## config.mk

```make
export PLATFORM = sky130hd
export DESIGN_NAME = seg_display_arbiter_flat
export DESIGN_NICKNAME = d
export VERILOG_FILES = /design/src/rtl/seg_display_pkg.sv /design/src/rtl/seg_display_arbiter_if.sv /design/src/rtl/seg_scan_timer.sv /design/src/rtl/seg_display_arbiter.sv /design/src/flat_wrapper.sv
export SDC_FILE = /design/constraint.sdc
export NUM_CORES = 1
export LEC_CHECK = 0
export CORE_ASPECT_RATIO = 1.1
export CORE_MARGIN = 2
export CORE_UTILIZATION = 40
export CTS_CLUSTER_DIAMETER = 30
export DETAILED_ROUTE_END_ITERATION = 12
export PLACE_DENSITY = 0.7
export SLEW_MARGIN = 25
export SYNTH_ARGS = -nofsm -noshare
export SYNTH_HDL_FRONTEND = slang
export SYNTH_SLANG_ARGS = --single-unit
```

## constraint.sdc

```tcl
create_clock -name clk -period 3.4 [get_ports clk]
set_clock_uncertainty 0.2 [all_clocks]
set_input_delay 0.51 -clock clk [delete_from_list [all_inputs] [get_ports clk]]
set_output_delay 0.51 -clock clk [all_outputs]
set_load 0.02 [all_outputs]
```

## src/rtl/seg_display_pkg.sv

```systemverilog
// ---------------------------------------------------------------------------
// seg_display_pkg
// Shared types and constants for the seven-segment display arbiter.
//   state_t      : arbiter FSM states (IDLE, BLANK, SHOW)
//   NUM_REQ      : number of requesters sharing the display
//   NUM_DIG      : number of multiplexed digits on the board
//   SEG_W        : segments per digit pattern {g,f,e,d,c,b,a}
//   GLYPH_*      : active-high segment patterns for common characters
//   req_winner   : index of the highest asserted request bit
//   req_onehot   : one-hot grant vector for a requester index
//   rr_step      : next requester index in cyclic order
// ---------------------------------------------------------------------------
package seg_display_pkg;

    typedef enum logic [1:0] {
        IDLE  = 2'd0,
        BLANK = 2'd1,
        SHOW  = 2'd2
    } state_t;

    localparam int NUM_REQ = 3;
    localparam int NUM_DIG = 8;
    localparam int SEG_W   = 7;
    localparam int REQ_W   = 2;
    localparam int IDX_W   = 3;
    localparam int BUS_W   = NUM_DIG * SEG_W;

    // Active-high segment patterns, bit order {g,f,e,d,c,b,a}
    localparam logic [SEG_W-1:0] GLYPH_0     = 7'b0111111;
    localparam logic [SEG_W-1:0] GLYPH_1     = 7'b0000110;
    localparam logic [SEG_W-1:0] GLYPH_2     = 7'b1011011;
    localparam logic [SEG_W-1:0] GLYPH_3     = 7'b1001111;
    localparam logic [SEG_W-1:0] GLYPH_4     = 7'b1100110;
    localparam logic [SEG_W-1:0] GLYPH_5     = 7'b1101101;
    localparam logic [SEG_W-1:0] GLYPH_6     = 7'b1111101;
    localparam logic [SEG_W-1:0] GLYPH_7     = 7'b0000111;
    localparam logic [SEG_W-1:0] GLYPH_8     = 7'b1111111;
    localparam logic [SEG_W-1:0] GLYPH_9     = 7'b1100111;
    localparam logic [SEG_W-1:0] GLYPH_I     = 7'b0000110;
    localparam logic [SEG_W-1:0] GLYPH_D     = 7'b1011110;
    localparam logic [SEG_W-1:0] GLYPH_L     = 7'b0111000;
    localparam logic [SEG_W-1:0] BLANK_GLYPH = 7'b0000000;

    // Highest asserted index wins; returns 0 when nothing is requested,
    // callers qualify with req != 0.
    function automatic logic [REQ_W-1:0] req_winner(input logic [NUM_REQ-1:0] r);
        logic [REQ_W-1:0] w;
        w = '0;
        for (int i = 0; i < NUM_REQ; i++) begin
            if (r[i]) begin
                w = REQ_W'(i);
            end
        end
        return w;
    endfunction

    function automatic logic [NUM_REQ-1:0] req_onehot(input logic [REQ_W-1:0] idx);
        logic [NUM_REQ-1:0] oh;
        oh = '0;
        for (int i = 0; i < NUM_REQ; i++) begin
            if (idx == REQ_W'(i)) begin
                oh[i] = 1'b1;
            end
        end
        return oh;
    endfunction

    function automatic logic [REQ_W-1:0] rr_step(input logic [REQ_W-1:0] cur);
        return (cur == REQ_W'(NUM_REQ - 1)) ? '0 : REQ_W'(cur + 1'b1);
    endfunction

endpackage

```

## src/rtl/seg_display_arbiter_if.sv

```systemverilog
// ---------------------------------------------------------------------------
// seg_display_arbiter_if
// Requester-side bundle of the display arbiter.
//   req   : per-requester display request, bit 2 highest priority
//   seg0..seg2 : 8-digit segment patterns per requester, digit k at [7k+6:7k]
//   gnt   : one-hot grant back to the requesters
//   busy  : arbiter is not idle
// Modports: master = requester side, slave = arbiter side.
// ---------------------------------------------------------------------------
interface seg_display_arbiter_if;
    import seg_display_pkg::*;

    logic [NUM_REQ-1:0] req;
    logic [BUS_W-1:0]   seg0;
    logic [BUS_W-1:0]   seg1;
    logic [BUS_W-1:0]   seg2;
    logic [NUM_REQ-1:0] gnt;
    logic               busy;

    modport master (
        output req, seg0, seg1, seg2,
        input  gnt, busy
    );

    modport slave (
        input  req, seg0, seg1, seg2,
        output gnt, busy
    );

endinterface

```

## src/rtl/seg_scan_timer.sv

```systemverilog
// ---------------------------------------------------------------------------
// seg_scan_timer
// Digit-slot divider and digit index for the multiplexed display.
//   clk, rst   : clock, synchronous active-high reset
//   load_zero  : on a slot boundary, restart the digit index at 0
//                instead of advancing it
//   scan_tick  : one-cycle pulse on the last cycle of each slot
//   scan_idx   : current digit index 0..7, wraps 7 -> 0
// The divider free-runs regardless of load_zero so slot timing never
// depends on arbitration.
// ---------------------------------------------------------------------------
module seg_scan_timer
    import seg_display_pkg::*;
#(
    parameter int SCAN_DIV = 100000
) (
    input  logic             clk,
    input  logic             rst,
    input  logic             load_zero,
    output logic             scan_tick,
    output logic [IDX_W-1:0] scan_idx
);

    localparam int DIV_W = (SCAN_DIV > 1) ? $clog2(SCAN_DIV) : 1;
    localparam logic [DIV_W-1:0] DIV_LAST = DIV_W'(SCAN_DIV - 1);

    logic [DIV_W-1:0] div_cnt_reg;
    logic [DIV_W-1:0] div_cnt_next;
    logic [IDX_W-1:0] scan_idx_reg;
    logic [IDX_W-1:0] scan_idx_next;

    assign scan_tick = (div_cnt_reg == DIV_LAST);
    assign scan_idx  = scan_idx_reg;

    always_comb begin
        div_cnt_next  = DIV_W'(div_cnt_reg + 1'b1);
        scan_idx_next = scan_idx_reg;
        if (scan_tick) begin
            div_cnt_next  = '0;
            scan_idx_next = load_zero ? '0 : IDX_W'(scan_idx_reg + 1'b1);
        end
    end

    always_ff @(posedge clk) begin
        if (rst) begin
            div_cnt_reg  <= '0;
            scan_idx_reg <= '0;
        end else begin
            div_cnt_reg  <= div_cnt_next;
            scan_idx_reg <= scan_idx_next;
        end
    end

endmodule

```

## src/rtl/seg_display_arbiter.sv

```systemverilog
// ---------------------------------------------------------------------------
// seg_display_arbiter
// Shares one 8-digit multiplexed seven-segment display between three
// requesters (status panel, scrolling banner, alarm). Fixed-priority
// arbitration with a minimum hold time, a blanking slot on every ownership
// change, and direct drive of the board digit/segment pins.
// Ports:
//   clk, rst : clock, synchronous active-high reset
//   bus      : seg_display_arbiter_if.slave (req, seg0..2 in; gnt, busy out)
//   DIG      : digit enables, active-low
//   Y        : segments, active-low, Y[7] = dp held at 1
// Parameters:
//   SCAN_DIV : clk cycles per digit slot
//   HOLD_CYC : minimum SHOW cycles before a higher-priority takeover
// Optional macro SEGARB_RR_EN: once the hold expires, ownership rotates to
// the next asserted requester in cyclic order (lower indices included).
// ---------------------------------------------------------------------------
module seg_display_arbiter
    import seg_display_pkg::*;
#(
    parameter int SCAN_DIV = 100000,
    parameter int HOLD_CYC = 50000000
) (
    input  logic                  clk,
    input  logic                  rst,
    seg_display_arbiter_if.slave  bus,
    output logic [7:0]            DIG,
    output logic [7:0]            Y
);

    localparam int HOLD_W = $clog2(HOLD_CYC + 1);
    localparam logic [HOLD_W-1:0] HOLD_MAX = HOLD_W'(HOLD_CYC);

    state_t             state_reg;
    state_t             state_next;
    logic [REQ_W-1:0]   owner_reg;
    logic [REQ_W-1:0]   owner_next;
    logic [NUM_REQ-1:0] gnt_reg;
    logic [NUM_REQ-1:0] gnt_next;
    logic [HOLD_W-1:0]  hold_cnt_reg;
    logic [HOLD_W-1:0]  hold_cnt_next;
    logic [SEG_W-1:0]   seg_reg;
    logic [SEG_W-1:0]   seg_next;

    logic               scan_tick;
    logic [IDX_W-1:0]   scan_idx;
    logic [IDX_W-1:0]   next_idx;
    logic               load_zero;

    logic [REQ_W-1:0]   win;
    logic [REQ_W-1:0]   cand;
    logic               cand_valid;
    logic               owner_req;

    logic [BUS_W-1:0]   owner_seg;
    logic [SEG_W-1:0]   digit_arr [NUM_DIG];

    // ------------------------------------------------------------------
    // Slot timing. Outside SHOW every slot boundary re-arms the digit
    // index at 0, so the first SHOW slot after a blank is always digit 0.
    // ------------------------------------------------------------------
    assign load_zero = (state_reg != SHOW);
    assign next_idx  = IDX_W'(scan_idx + 1'b1);

    seg_scan_timer #(
        .SCAN_DIV (SCAN_DIV)
    ) u_timer (
        .clk       (clk),
        .rst       (rst),
        .load_zero (load_zero),
        .scan_tick (scan_tick),
        .scan_idx  (scan_idx)
    );

    // ------------------------------------------------------------------
    // Request decoding
    // ------------------------------------------------------------------
    assign win       = req_winner(bus.req);
    assign owner_req = bus.req[owner_reg];

`ifdef SEGARB_RR_EN
    // Rotate to the first asserted requester after the owner, wrapping.
    logic [REQ_W-1:0] rr_c1;
    logic [REQ_W-1:0] rr_c2;

    assign rr_c1 = rr_step(owner_reg);
    assign rr_c2 = rr_step(rr_c1);

    always_comb begin
        cand       = win;
        cand_valid = 1'b0;
        if (bus.req[rr_c1]) begin
            cand       = rr_c1;
            cand_valid = 1'b1;
        end else if (bus.req[rr_c2]) begin
            cand       = rr_c2;
            cand_valid = 1'b1;
        end
    end
`else
    // Only a strictly higher-priority requester may take over.
    assign cand       = win;
    assign cand_valid = (win > owner_reg);
`endif

    // ------------------------------------------------------------------
    // Owner's segment bus, split into per-digit patterns
    // ------------------------------------------------------------------
    always_comb begin
        unique case (owner_reg)
            2'd0:    owner_seg = bus.seg0;
            2'd1:    owner_seg = bus.seg1;
            default: owner_seg = bus.seg2;
        endcase
    end

    generate
        for (genvar gi = 0; gi < NUM_DIG; gi++) begin : g_digit
            assign digit_arr[gi] = owner_seg[gi*SEG_W +: SEG_W];
        end
    endgenerate

    // ------------------------------------------------------------------
    // Arbiter FSM: next state
    // ------------------------------------------------------------------
    always_comb begin
        state_next    = state_reg;
        owner_next    = owner_reg;
        gnt_next      = gnt_reg;
        hold_cnt_next = hold_cnt_reg;
        seg_next      = seg_reg;

        unique case (state_reg)
            IDLE: begin
                if (bus.req != '0) begin
                    owner_next    = win;
                    gnt_next      = req_onehot(win);
                    hold_cnt_next = '0;
                    state_next    = BLANK;
                end
            end

            BLANK: begin
                if (!owner_req) begin
                    // Owner gone: hand straight to the next winner, or idle.
                    hold_cnt_next = '0;
                    if (bus.req != '0) begin
                        owner_next = win;
                        gnt_next   = req_onehot(win);
                        state_next = BLANK;
                    end else begin
                        gnt_next   = '0;
                        state_next = IDLE;
                    end
                end else if (scan_tick) begin
                    seg_next   = digit_arr[0];
                    state_next = SHOW;
                end
            end

            SHOW: begin
                if (hold_cnt_reg != HOLD_MAX) begin
                    hold_cnt_next = HOLD_W'(hold_cnt_reg + 1'b1);
                end
                // Ownership changes take precedence over a coincident
                // slot boundary; the new blank runs until the next tick.
                if (!owner_req) begin
                    hold_cnt_next = '0;
                    if (bus.req != '0) begin
                        owner_next = win;
                        gnt_next   = req_onehot(win);
                        state_next = BLANK;
                    end else begin
                        gnt_next   = '0;
                        state_next = IDLE;
                    end
                end else if ((hold_cnt_reg == HOLD_MAX) && cand_valid) begin
                    owner_next    = cand;
                    gnt_next      = req_onehot(cand);
                    hold_cnt_next = '0;
                    state_next    = BLANK;
                end else if (scan_tick) begin
                    // Latch only at slot boundaries so bus edits never tear a slot.
                    seg_next = digit_arr[next_idx];
                end
            end

            default: begin
                state_next = IDLE;
                gnt_next   = '0;
            end
        endcase
    end

    // ------------------------------------------------------------------
    // Arbiter FSM: state register
    // ------------------------------------------------------------------
    always_ff @(posedge clk) begin
        if (rst) begin
            state_reg    <= IDLE;
            owner_reg    <= '0;
            gnt_reg      <= '0;
            hold_cnt_reg <= '0;
            seg_reg      <= '0;
        end else begin
            state_reg    <= state_next;
            owner_reg    <= owner_next;
            gnt_reg      <= gnt_next;
            hold_cnt_reg <= hold_cnt_next;
            seg_reg      <= seg_next;
        end
    end

    // ------------------------------------------------------------------
    // Outputs: decoded from registers only, so the pins never depend
    // combinationally on the request inputs.
    // ------------------------------------------------------------------
    assign bus.gnt  = gnt_reg;
    assign bus.busy = (state_reg != IDLE);

    generate
        for (genvar gi = 0; gi < NUM_DIG; gi++) begin : g_dig_pin
            assign DIG[gi] = ~((state_reg == SHOW) && (scan_idx == IDX_W'(gi)));
        end
    endgenerate

    assign Y = (state_reg == SHOW) ? {1'b1, ~seg_reg} : 8'hFF;

endmodule

```

## src/flat_wrapper.sv

```systemverilog
// flat-port wrapper written by rule: the top's interface ports become plain ports
module seg_display_arbiter_flat import seg_display_pkg::*;
#(
    parameter int SCAN_DIV = 100000,
    parameter int HOLD_CYC = 50000000
)
  (clk, rst, DIG, Y, bus_req, bus_seg0, bus_seg1, bus_seg2, bus_gnt, bus_busy);
  seg_display_arbiter_if bus_i ();
  input  logic clk;
  input  logic rst;
  output logic [7:0] DIG;
  output logic [7:0] Y;
  input wire logic [$bits(bus_i.req)-1:0] bus_req;
  input wire logic [$bits(bus_i.seg0)-1:0] bus_seg0;
  input wire logic [$bits(bus_i.seg1)-1:0] bus_seg1;
  input wire logic [$bits(bus_i.seg2)-1:0] bus_seg2;
  output wire logic [$bits(bus_i.gnt)-1:0] bus_gnt;
  output wire logic [$bits(bus_i.busy)-1:0] bus_busy;
  assign bus_i.req = bus_req;
  assign bus_i.seg0 = bus_seg0;
  assign bus_i.seg1 = bus_seg1;
  assign bus_i.seg2 = bus_seg2;
  assign bus_gnt = bus_i.gnt;
  assign bus_busy = bus_i.busy;
  seg_display_arbiter #(.SCAN_DIV(SCAN_DIV), .HOLD_CYC(HOLD_CYC)) u_core (.clk(clk), .rst(rst), .bus(bus_i), .DIG(DIG), .Y(Y));
endmodule
```

==> results.md <==
- Measured against its own limit, the worst slew margin works out to between 60% and 70%.
- The final count of hold timing violations came to 0.
- The arrival time at the worst endpoint is 2820 ps.
- The final cell utilization of the core is 59.5%.
- The count of H-tree levels built during CTS is 3.
- The post-detailed-route via-to-cell ratio is approximately 5.8.
- The number of violations reported at the end of detailed-routing iteration 0 is around 340.
- The clock tree buffer depth is 2.
- The horizontal extent of the die is 111 µm.
- The floorplan step defined a die boundary enclosing between 0.01 and 0.015 mm².
- 0 antenna diodes ended up in the layout.
- Of the cells placed in the final design, the portion with a size suffix greater than 1 is approximately 17%.
- The number of hold buffers added after CTS was 0.
- In this run the most critical hold path is launched from u_core.u_timer.div_cnt_reg[0]$_SDFF_PP0_.
- The worst setup path startpoint is u_core.u_timer.scan_idx[0]$_SDFFE_PP0P_.
- The weighted congestion reported at the end of routability-driven placement is between 0.9 and 1.
- The flow ran to the end, and the final reports show no timing, DRC or antenna violations.
- For this run, the top clock speed supported by timing is between 300 and 400 MHz.
- The root buffer cell is clkbuf_16.
- Counting the fill cells in the layout gives ~1,100.
- Counting flops and latches in the post-synthesis netlist gives 60.
- The leakage component of the power is 2.56 nW.
- The clock reaches the later pin of the worst-skew pair after roughly 330 ps.
- The net count after synthesis is 740.
- The first global-routing pass estimated between 20 and 30 mm of wire.
- In this run, post-CTS repair resized a total of 0 instances.
- Together, buffers and inverters on the worst path number 1.
- Summing every instance area after synthesis gives 0.00504 mm².
- The number of distinct library cell variants in the gate-level netlist after synthesis is 67.
- The kind of cell with the highest combined delay on the critical path is adder cells.
- Yosys mapped a number of flops with a built-in enable equal to 0.
- The worst min-delay path class is register to register.
- The placeable core area is around 0.012 mm².
- The actual transition at the worst max-transition pin is 583 ps.
- The setup total negative slack is 0 ps.
- The die is roughly 120 µm tall.
- The final setup violation count is 0.
- The max-cap check violation count is 0.
- The register with the most flip-flops in the layout has 26 of them.
- The slowest library cell on the worst path is ha_1.
- The worst setup path is launched from a register.
- The worst endpoint required time is ~3400 ps.
- Of all flip-flops after synthesis, the portion carrying an async set or reset was 0%.
- The number of setup buffers added after CTS is 0.
- Across the VDD grid, the largest voltage drop is roughly 0.00027 V.
- Yosys printed 0 warnings.
- Summing all multi-input logic gate instances after layout gives between 0.003 and 0.004 mm².
- For this configuration, the core starts out at a cell density of 40.4%.
- Wires add up to ~18 mm.
- In this design, the critical path's most frequently occurring cell is ha_1.
- The number of buffers added by the clock tree synthesis step is 9.
- Setup repair after global routing left no endpoint under its margin.
- The number of clock sinks is 60.
- Yosys attributes the largest share of cell area to dfxtp_1, mux4_2, mux2_2.
- The non-filler instance count after layout is roughly 900.
- The clock period minus worst slack is ~2800 ps.
- The leading register cell type out of synthesis is dfxtp_1.
- The delay of the slowest cell on the worst path is 660 ps.
- The average instance in the mapped netlist occupies approximately 9.1 µm².
- The element type at the critical path end is a register.
- The number of nets in the final layout is approximately 920.
- The share of synthesized area in the top cell type comes to 23.8%.
- The power density over the cells is between 300 and 400 mW/mm².
- Summing all flip-flop and latch instances after layout gives between 0.001 and 0.0015 mm².
- The number of antenna violations at the first check in global routing was 0.
- For this run, the register share of the synthesized area comes to about a quarter.
- The number of pins with negative max-slew slack in the final report is 0.
- TritonCTS built the clock tree.
- The first detailed-routing pass took 4 iterations.
- The average wire per cell in the routed design is between 15 and 20 µm.
- The total power is about 2.3 mW.
- The fraction of the cycle the final worst path needs is 83.2%.
- The critical path is of the register to register type.
- Yosys instantiated no cell more often than dfxtp_1.
- In the synthesized netlist, the number of instances is about 560.
- The critical register-to-register path startpoint is u_core.u_timer.scan_idx[0]$_SDFFE_PP0P_.
- The post-detailed-placement half-perimeter wirelength is ~14 mm.
- The number of primary I/O pins is 193.
- Counting tap cells, the placed design contains a total of a little under 900 instances.
- During placement, the flow inserted port buffers numbering roughly 190.
- Global routing used roughly a quarter of the available tracks.
- The final route contains between 5,000 and 6,000 vias.
- In this run the remaining antenna-violating nets after routing total 0.
- The growth of design area from synthesis to finish is 47.4%.
- For this run the aggregate overflow at the end of global routing stands at 0.
- The total number of placement rows is 43.
- Clock-pin slew was measured on the worst setup and hold paths at roughly 60 ps.
- The number of design rule violations left after detail routing is 0.
- Counting instances in the post-synthesis netlist gives the leading cell types as dfxtp_1, nor2_1, nand2_1.
- The pin count of the biggest net entering global routing is 36.
- In this run the worst path has a maximum fanout of 17.
- The biggest area contributor in the post-synthesis netlist is dfxtp_1.
- The signal on the critical path passes through buf_4 > ha_1 > ha_1 > nand2_1 > a221oi_1 > o22ai_1 > nand3_1 > a211oi_2.
- The via count of the first global-routing pass is 5,333.
## power breakdown
| group | internal (mW) | leakage [nW] | switching [mW] | total [mW] |
|---|---|---|---|---|
| clock network | 0.735 | 0.169 | 0.323 | 1.06 |
| registers | 0.712 | 0.485 | 0.0112 | 0.724 |
| logic | 0.313 | 1.90 | 0.198 | 0.511 |
## logic make-up (layout without fill, tap and decap cells)
group                    Yosys count  after routing  share of synthesized area, %
AND/OR/NAND/NOR                  228            228                          25.2
AO/OA/AOI/OAI                     94             94                          15.2
multiplexers                      83             83                          23.0
flip-flops                        60             60                          23.8
buffers and inverters             51            240                          5.09
XOR/XNOR                          28             28                          4.87
adder cells (fa/ha/maj)           11             11                          2.73
other                              1              1                        0.0744
## cell type report
type | instances | share of cell area, %
timing repair buffer | 208 | 27.4
inverter | 16 | 0.808
sequential | 60 | 16.2
tap | 157 | 2.64
clock inverter | 6 | 1.50
clock buffer | 10 | 3.22
multi-input combinational | 445 | 48.3
## per-stage QoR
step | worst slack [ps] | area, µm² | hold slack (ps)
detailed placement | 393 | 7080 | 235
finish | 572 | 7430 | 249
global route | 414 | 7430 | 273
global placement | 429 | 7080 | 224
floorplan | 727 | 5040 | 213
CTS | 571 | 7430 | 248
## per-layer routing
metal | vias up | wire length, µm | global-route usage (%)
met5 | - | 0 | 0
met4 | 0 | 466 | 8.02
met3 | 35 | 1120 | 6.52
met2 | 194 | 8470 | 46.1
met1 | 2520 | 7600 | 32.6
li1 | 2479 | - | -
## final timing paths
path | to | cells past startpoint | slack, ps
worst max-delay path | u_core.seg_reg[0]$_SDFFE_PP0P_ | 8 | 570
worst min-delay path | u_core.u_timer.div_cnt_reg[0]$_SDFF_PP0_ | 1 | 250
worst max register to register | u_core.seg_reg[0]$_SDFFE_PP0P_ | 8 | 570
worst min register to register | u_core.u_timer.div_cnt_reg[0]$_SDFF_PP0_ | 1 | 250
## placed cells by master (no fill, tap or decap), types with 4 or more instances in the layout
| master | Yosys | routed |
|---|---|---|
| nor2_1 | 47 | 47 |
| nand3_1 | 22 | 22 |
| buf_4 | 7 | 17 |
| a211oi_1 | 5 | 5 |
| a221oi_1 | 6 | 6 |
| a211oi_2 | 17 | 17 |
| nor4_1 | 4 | 4 |
| nor3_1 | 24 | 24 |
| o21ai_0 | 14 | 14 |
| xnor2_1 | 12 | 12 |
| nor3b_1 | 4 | 4 |
| nand4_1 | 19 | 19 |
| a21oi_1 | 15 | 15 |
| o22a_1 | 5 | 5 |
| clkdlybuf4s50_1 | 0 | 190 |
| clkbuf_16 | 0 | 9 |
| dfxtp_1 | 60 | 59 |
| ha_1 | 11 | 10 |
| and2_1 | 5 | 5 |
| o22ai_1 | 5 | 5 |
| nand2b_1 | 5 | 5 |
| o211ai_1 | 4 | 4 |
| inv_1 | 15 | 15 |
| and4_1 | 8 | 8 |
| or3_1 | 15 | 15 |
| and3_1 | 7 | 7 |
| mux2i_1 | 14 | 14 |
| mux4_2 | 21 | 21 |
| xor2_1 | 16 | 16 |
| nand2_1 | 43 | 43 |
| nor2b_1 | 6 | 6 |
| mux2_2 | 41 | 41 |
| mux2_1 | 6 | 6 |
Note: power is estimated with default switching activity, not from simulation.
